===== src/rtl/bus_arbiter_pkg.sv =====
// bus_arbiter_pkg: shared encodings for the two-master bus arbiter.
//   arb_state_e   : FSM state encoding (IDLE / XFER / DONE).
//   ARB_M0/ARB_M1 : owner / grant identifiers.
//   ARB_ERR_RDATA : read data returned on a timed-out transfer (32-bit build).
package bus_arbiter_pkg;

    typedef enum logic [1:0] {
        ARB_IDLE = 2'd0,
        ARB_XFER = 2'd1,
        ARB_DONE = 2'd2
    } arb_state_e;

    localparam logic ARB_M0 = 1'b0;
    localparam logic ARB_M1 = 1'b1;

    localparam logic [31:0] ARB_ERR_RDATA = 32'hFFFF_FFFF;

endpackage


===== src/rtl/bus_arbiter_rr_pick.sv =====
// arb_rr_pick: combinational two-way round-robin pick.
//   m0_req, m1_req : pending requests
//   rr_last        : master granted most recently
//   grant_valid    : at least one request pending
//   grant_id       : winner (ARB_M0 / ARB_M1); on a tie the master that
//                    was not granted last wins.
module arb_rr_pick
    import bus_arbiter_pkg::*;
(
    input  logic m0_req,
    input  logic m1_req,
    input  logic rr_last,
    output logic grant_valid,
    output logic grant_id
);

    always_comb begin
        grant_valid = m0_req | m1_req;
        if (m0_req && m1_req)
            grant_id = ~rr_last;
        else if (m1_req)
            grant_id = ARB_M1;
        else
            grant_id = ARB_M0;
    end

endmodule


===== src/rtl/bus_arbiter.sv =====
// bus_arbiter: shares one slave bus port between two masters (m0 = CPU,
// m1 = DMA) with round-robin arbitration, one transaction in flight.
//   cpu_clk / cpu_rst          : clock, asynchronous active-low reset
//   m{0,1}_req/addr/we/wdata   : master requests (req held until done)
//   m{0,1}_done/rdata          : one-cycle completion pulse + read data
//   s_req/addr/we/wdata        : registered slave request, held until s_ack
//   s_ack / s_rdata            : slave completion and read data
//   owner                      : currently granted master
//   bus_err                    : pulses with done when a transfer timed out
// Optional feature: define BUS_TIMEOUT_EN to abort a transfer after
// TIMEOUT_CYC cycles without s_ack; otherwise XFER waits indefinitely.
module bus_arbiter
    import bus_arbiter_pkg::*;
#(
    parameter int ADDR_W      = 32,
    parameter int DATA_W      = 32,
    parameter int TIMEOUT_CYC = 16
) (
    input  logic              cpu_clk,
    input  logic              cpu_rst,
    input  logic              m0_req,
    input  logic [ADDR_W-1:0] m0_addr,
    input  logic              m0_we,
    input  logic [DATA_W-1:0] m0_wdata,
    output logic              m0_done,
    output logic [DATA_W-1:0] m0_rdata,
    input  logic              m1_req,
    input  logic [ADDR_W-1:0] m1_addr,
    input  logic              m1_we,
    input  logic [DATA_W-1:0] m1_wdata,
    output logic              m1_done,
    output logic [DATA_W-1:0] m1_rdata,
    output logic              s_req,
    output logic [ADDR_W-1:0] s_addr,
    output logic              s_we,
    output logic [DATA_W-1:0] s_wdata,
    input  logic              s_ack,
    input  logic [DATA_W-1:0] s_rdata,
    output logic              owner,
    output logic              bus_err
);

    arb_state_e state, next_state;
    logic       rr_last;
    logic       grant_valid;
    logic       grant_id;
    logic       timeout;

    arb_rr_pick u_pick (
        .m0_req      (m0_req),
        .m1_req      (m1_req),
        .rr_last     (rr_last),
        .grant_valid (grant_valid),
        .grant_id    (grant_id)
    );

`ifdef BUS_TIMEOUT_EN
    localparam int CNT_W = (TIMEOUT_CYC > 2) ? $clog2(TIMEOUT_CYC) : 1;
    logic [CNT_W-1:0] to_cnt;

    // Counts XFER cycles without s_ack; the cycle holding TIMEOUT_CYC-1
    // is the last one, so a full transfer window is TIMEOUT_CYC cycles.
    always_ff @(posedge cpu_clk or negedge cpu_rst) begin
        if (!cpu_rst)
            to_cnt <= '0;
        else if (state != ARB_XFER)
            to_cnt <= '0;
        else if (!s_ack)
            to_cnt <= to_cnt + 1'b1;
    end

    // s_ack takes priority over a coincident timeout.
    assign timeout = (state == ARB_XFER) && !s_ack &&
                     (to_cnt == CNT_W'(TIMEOUT_CYC - 1));
`else
    assign timeout = 1'b0;
`endif

    // State register
    always_ff @(posedge cpu_clk or negedge cpu_rst) begin
        if (!cpu_rst)
            state <= ARB_IDLE;
        else
            state <= next_state;
    end

    // Next-state logic
    always_comb begin
        next_state = state;
        case (state)
            ARB_IDLE: if (grant_valid) next_state = ARB_XFER;
            ARB_XFER: if (s_ack || timeout) next_state = ARB_DONE;
            ARB_DONE: next_state = ARB_IDLE;
            default:  next_state = ARB_IDLE;
        endcase
    end

    // Datapath: request capture, completion and read-data return.
    // done/bus_err are set on the completing edge so they are high
    // exactly for the DONE cycle.
    always_ff @(posedge cpu_clk or negedge cpu_rst) begin
        if (!cpu_rst) begin
            s_req    <= 1'b0;
            s_addr   <= '0;
            s_we     <= 1'b0;
            s_wdata  <= '0;
            owner    <= ARB_M0;
            rr_last  <= ARB_M1;
            m0_done  <= 1'b0;
            m1_done  <= 1'b0;
            m0_rdata <= '0;
            m1_rdata <= '0;
            bus_err  <= 1'b0;
        end else begin
            m0_done <= 1'b0;
            m1_done <= 1'b0;
            bus_err <= 1'b0;
            case (state)
                ARB_IDLE: begin
                    if (grant_valid) begin
                        s_req   <= 1'b1;
                        s_addr  <= (grant_id == ARB_M1) ? m1_addr  : m0_addr;
                        s_we    <= (grant_id == ARB_M1) ? m1_we    : m0_we;
                        s_wdata <= (grant_id == ARB_M1) ? m1_wdata : m0_wdata;
                        owner   <= grant_id;
                        rr_last <= grant_id;
                    end
                end
                ARB_XFER: begin
                    if (s_ack) begin
                        s_req <= 1'b0;
                        if (owner == ARB_M1) begin
                            m1_done <= 1'b1;
                            if (!s_we) m1_rdata <= s_rdata;
                        end else begin
                            m0_done <= 1'b1;
                            if (!s_we) m0_rdata <= s_rdata;
                        end
                    end else if (timeout) begin
                        s_req   <= 1'b0;
                        bus_err <= 1'b1;
                        if (owner == ARB_M1) begin
                            m1_done  <= 1'b1;
                            m1_rdata <= {DATA_W{1'b1}};
                        end else begin
                            m0_done  <= 1'b1;
                            m0_rdata <= {DATA_W{1'b1}};
                        end
                    end
                end
                default: ;
            endcase
        end
    end

endmodule


===== config.mk =====
export PLATFORM = sky130hd
export DESIGN_NAME = bus_arbiter
export DESIGN_NICKNAME = d
export VERILOG_FILES = /design/src/rtl/bus_arbiter_pkg.sv /design/src/rtl/bus_arbiter_rr_pick.sv /design/src/rtl/bus_arbiter.sv
export SDC_FILE = /design/constraint.sdc
export NUM_CORES = 1
export LEC_CHECK = 0
export ABC_AREA = 1
export CAP_MARGIN = 20
export CELL_PAD_IN_SITES_DETAIL_PLACEMENT = 0
export CELL_PAD_IN_SITES_GLOBAL_PLACEMENT = 1
export CORE_UTILIZATION = 31
export CTS_BUF_LIST = sky130_fd_sc_hd__clkbuf_8
export DETAILED_ROUTE_END_ITERATION = 6
export MAX_ROUTING_LAYER = met4
export PLACE_DENSITY_LB_ADDON = 0.1
export SETUP_SLACK_MARGIN = 0.5
export SLEW_MARGIN = 20
export SYNTH_ARGS = -nofsm -noshare
export SYNTH_HDL_FRONTEND = slang
export SYNTH_HIERARCHICAL = 1
export SYNTH_SLANG_ARGS = --single-unit

===== constraint.sdc =====
create_clock -name cpu_clk -period 2.2 [get_ports cpu_clk]
set_input_delay 0.44 -clock cpu_clk [delete_from_list [all_inputs] [get_ports cpu_clk]]
set_output_delay 0.44 -clock cpu_clk [all_outputs]
set_load 0.005 [all_outputs]

==> metrics.txt <==
run status completed; Worst Path Required around 1.8 ns; commonest cells after routing, fill and taps aside sky130_fd_sc_hd__nand2_1, sky130_fd_sc_hd__clkdlybuf4s50_1, sky130_fd_sc_hd__dfrtp_1; Buf+Inv Stages, Crit Path 1; cell count after placement 1325; Rows 50; maximum number of pins on one net before global-route repair 58; relative slew slack 61.5%; slowest cell on the critical path sky130_fd_sc_hd__dfrtp_2; portion of netlist area occupied by mux cells 0%; transition at the pin with the smallest max-transition slack 0.577 ns; part of the total power dissipated in the clock network 18.5%; type of destination of the critical path output port; CTS Buffer Depth 2; final weighted congestion in routability-driven placement ~0.75; worst hold path stage count 2; standard cell core area approximately 19000 µm²; endpoint of the worst hold-timing path m1_rdata[1]; Worst Reg-to-Reg Cells 7; Final Max Slew Viols 0; routed length per placed instance between 10 and 15 µm; cell count after synthesis just under 800; residual antenna-violating net count after detailed routing 0; Arrival @ worst endpoint between 1 and 1.5 ns; vias per cell 4.35; kind of cell with the highest combined delay on the critical path flip-flops; number of antenna violations at the first check in global routing 2; Initial Utilization 31.8%; share of synthesized cell area in full adder, half adder and majority cells 0%; path type of the worst setup path flip-flop to output port; Port Buffer Count about 300; P_leak 5.30 nW; clock root buffer sky130_fd_sc_hd__clkbuf_8; synthesized area between 5000 and 6000 µm²; share of the synthesized area in the top cell type between 50% and 60%; RSZ-0062 raised after global routing no; worst hold path class flip-flop to flip-flop; number of synthesis warnings 6; DRC marker count from the first detailed-route iteration 237; number of distinct standard cells referenced by the synthesized netlist 16; global-route wire length before repair around 31000 µm; final instance area 9650 µm²; detailed placer's ending HPWL between 10000 and 15000 µm; proportion of layout cells with a drive suffix above 1 6.32%; CTS tree built; net count of the mapped netlist 960; crit-path max FO 6; final hold violation count 0; #FFs+latches synth 136; height of the die around 140 µm; Routed WL 19300 µm; clock net sink count between 100 and 150; number of non-filler instances in the completed layout approximately 1400; design internal power approximately 0.0069 W; post-synthesis to final-layout area growth 61.3%; via count of the first global-routing pass 5900; sequential share of power about 39%; Reg clk slew, reported paths 0.08 ns; peak supply drop 0.000488 V; biggest area consumer among synthesized cells sky130_fd_sc_hd__dfrtp_1; TritonRoute pass-1 iters 4; grt total ovfl 0; start point of the worst min-delay path m1_rdata[1]; count of pins on the block boundary roughly 300; instance area after placement between 9000 and 10000 µm²; launch point of the worst reg-to-reg path rr_last; final critical path time including I/O delays and setup 1.64 ns; ratio of final minimum period to clock period 74.6%; Syn Area/Cell ~7.5 µm²; H-tree lvl count 4; FMAX 609 MHz; number of vias after detailed routing 5960; Tot GR Track Use between 20% and 30%; reported max-cap violation count 0; switching power of the nets 0.00405 W; simple logic cell fraction of the synthesized area between 30% and 40%; dominant combinational cell family by area after synthesis simple AND/OR/NAND/NOR gates; Synth area leaders sky130_fd_sc_hd__dfrtp_1, sky130_fd_sc_hd__nand2_1, sky130_fd_sc_hd__nand3_1; sequential-to-total area share from yosys stat between 50% and 60%; XOR/XNOR Fraction of Synth Area 0%; total setup violations reported at the end of the flow 0; highest cell delay on the worst timing path 0.45 ns; # DRC 0; layout net count roughly 1300; fraction of power spent switching nets between 30% and 40%; compound-cell area share of the yosys netlist less than 1%; Die W 141 µm; slack of the worst reg-to-reg path just under 0.8 ns; area of the die roughly 20000 µm²; sequence of cells on the critical path dlygate4sd2_1; startpoint type of the worst setup path flip-flop; post-layout util about half; combinational share of power 43.0%; cts bufs inserted 17; source-to-sink clock delay at the later pin of the worst-skew pair between 0.4 and 0.5 ns; PwrDens approximately 1100 nW/µm²; most common library cell in the layout ignoring fill and taps sky130_fd_sc_hd__nand2_1; clk_skew around 0.018 ns; Setup TNS 0 ns; endpoint of the worst register-to-register path s_wdata[24]
metal layers:
layer  wire [µm]  part of all wire, %  track usage (%)  up-vias
met1        8570                   44             24.8     2723
met4         276                  1.4             6.58        0
met5           0                    0                -        -
met3        1290                  6.7             5.54       16
met2        9160                   47             33.5      211
li1            -                    -                -     3010
logic make-up (layout without fill, tap and decap cells):
logic type,after synthesis,count (layout)
flops,136,136
buf+inv,51,366
simple gates,599,599
compound gates,6,6
other cells,1,3
power groups by stage:
| stage | combinational [W] | sequential (W) | clock [W] |
|---|---|---|---|
| after CTS | 0.00483 | 0.00423 | 0.00210 |
| after detailed placement | 0.00547 | 0.00429 | 0 |
| after global routing | 0.00529 | 0.00438 | 0.00220 |
| after global placement | 0.00544 | 0.00428 | 0 |
| after floorplan | 0.00195 | 0.00437 | 0 |
| final | 0.00471 | 0.00422 | 0.00202 |
Yosys cell counts (all sizes together):
library cell / instances
dfrtp: 135
nor3: 1
nand3: 36
conb: 1
clkbuf: 12
or2: 1
inv: 7
dfstp: 1
o21ai: 5
nor2: 6
buf: 32
nand2: 555
a21oi: 1
per-stage QoR:
stage | hold slack [ns] | total power, W | setup slack (ns)
6_report | 0.470 | 0.0110 | 0.559
5_1_grt | 0.488 | 0.0119 | 0.507
4_1_cts | 0.474 | 0.0112 | 0.532
3_5_place_dp | 0.458 | 0.00976 | 0.261
3_3_place_gp | 0.453 | 0.00972 | 0.272
2_1_floorplan | 0.144 | 0.00631 | 0.868
flip-flops by register name (all words and copies together), names as in the netlist:
| signal | cells |
|---|---|
| s_wdata | 32 |
| m1_done | 1 |
| m1_rdata | 32 |
| s_req | 1 |
| rr_last | 1 |
| s_we | 1 |
| m0_done | 1 |
| state | 2 |
| owner | 1 |
| m0_rdata | 32 |
| s_addr | 32 |
area by class of cell:
class	count	area, µm²
fillers	1877	9180
diodes	2	5.00
repair buffers	327	3140
inverters	7	26.3
clock buffers	17	234
well taps	260	325
multi-input cells	606	2360
flip-flops and latches	136	3410
clock inverters	15	151
what timing repair did:
item                                   in CTS  in global routing
hold buffers                                1                  0
setup endpoints to repair                 133                  0
endpoints found under the hold margin      52                  0
buffers inserted                           10                  0
resized for setup                         134                  0
how the worst max path moves through the flow:
stage | from | endpoint | slack (ns) | depth (start not counted)
finish | owner | owner | 0.56 | 1
global route | owner | owner | 0.51 | 1
CTS | owner | owner | 0.53 | 1
detailed placement | m1_req | s_addr[9] | 0.26 | 8
global placement | m1_req | s_wdata[24] | 0.27 | 9
floorplan | m1_req | s_addr[10] | 0.87 | 9
Power figures use the tool's default switching activity.
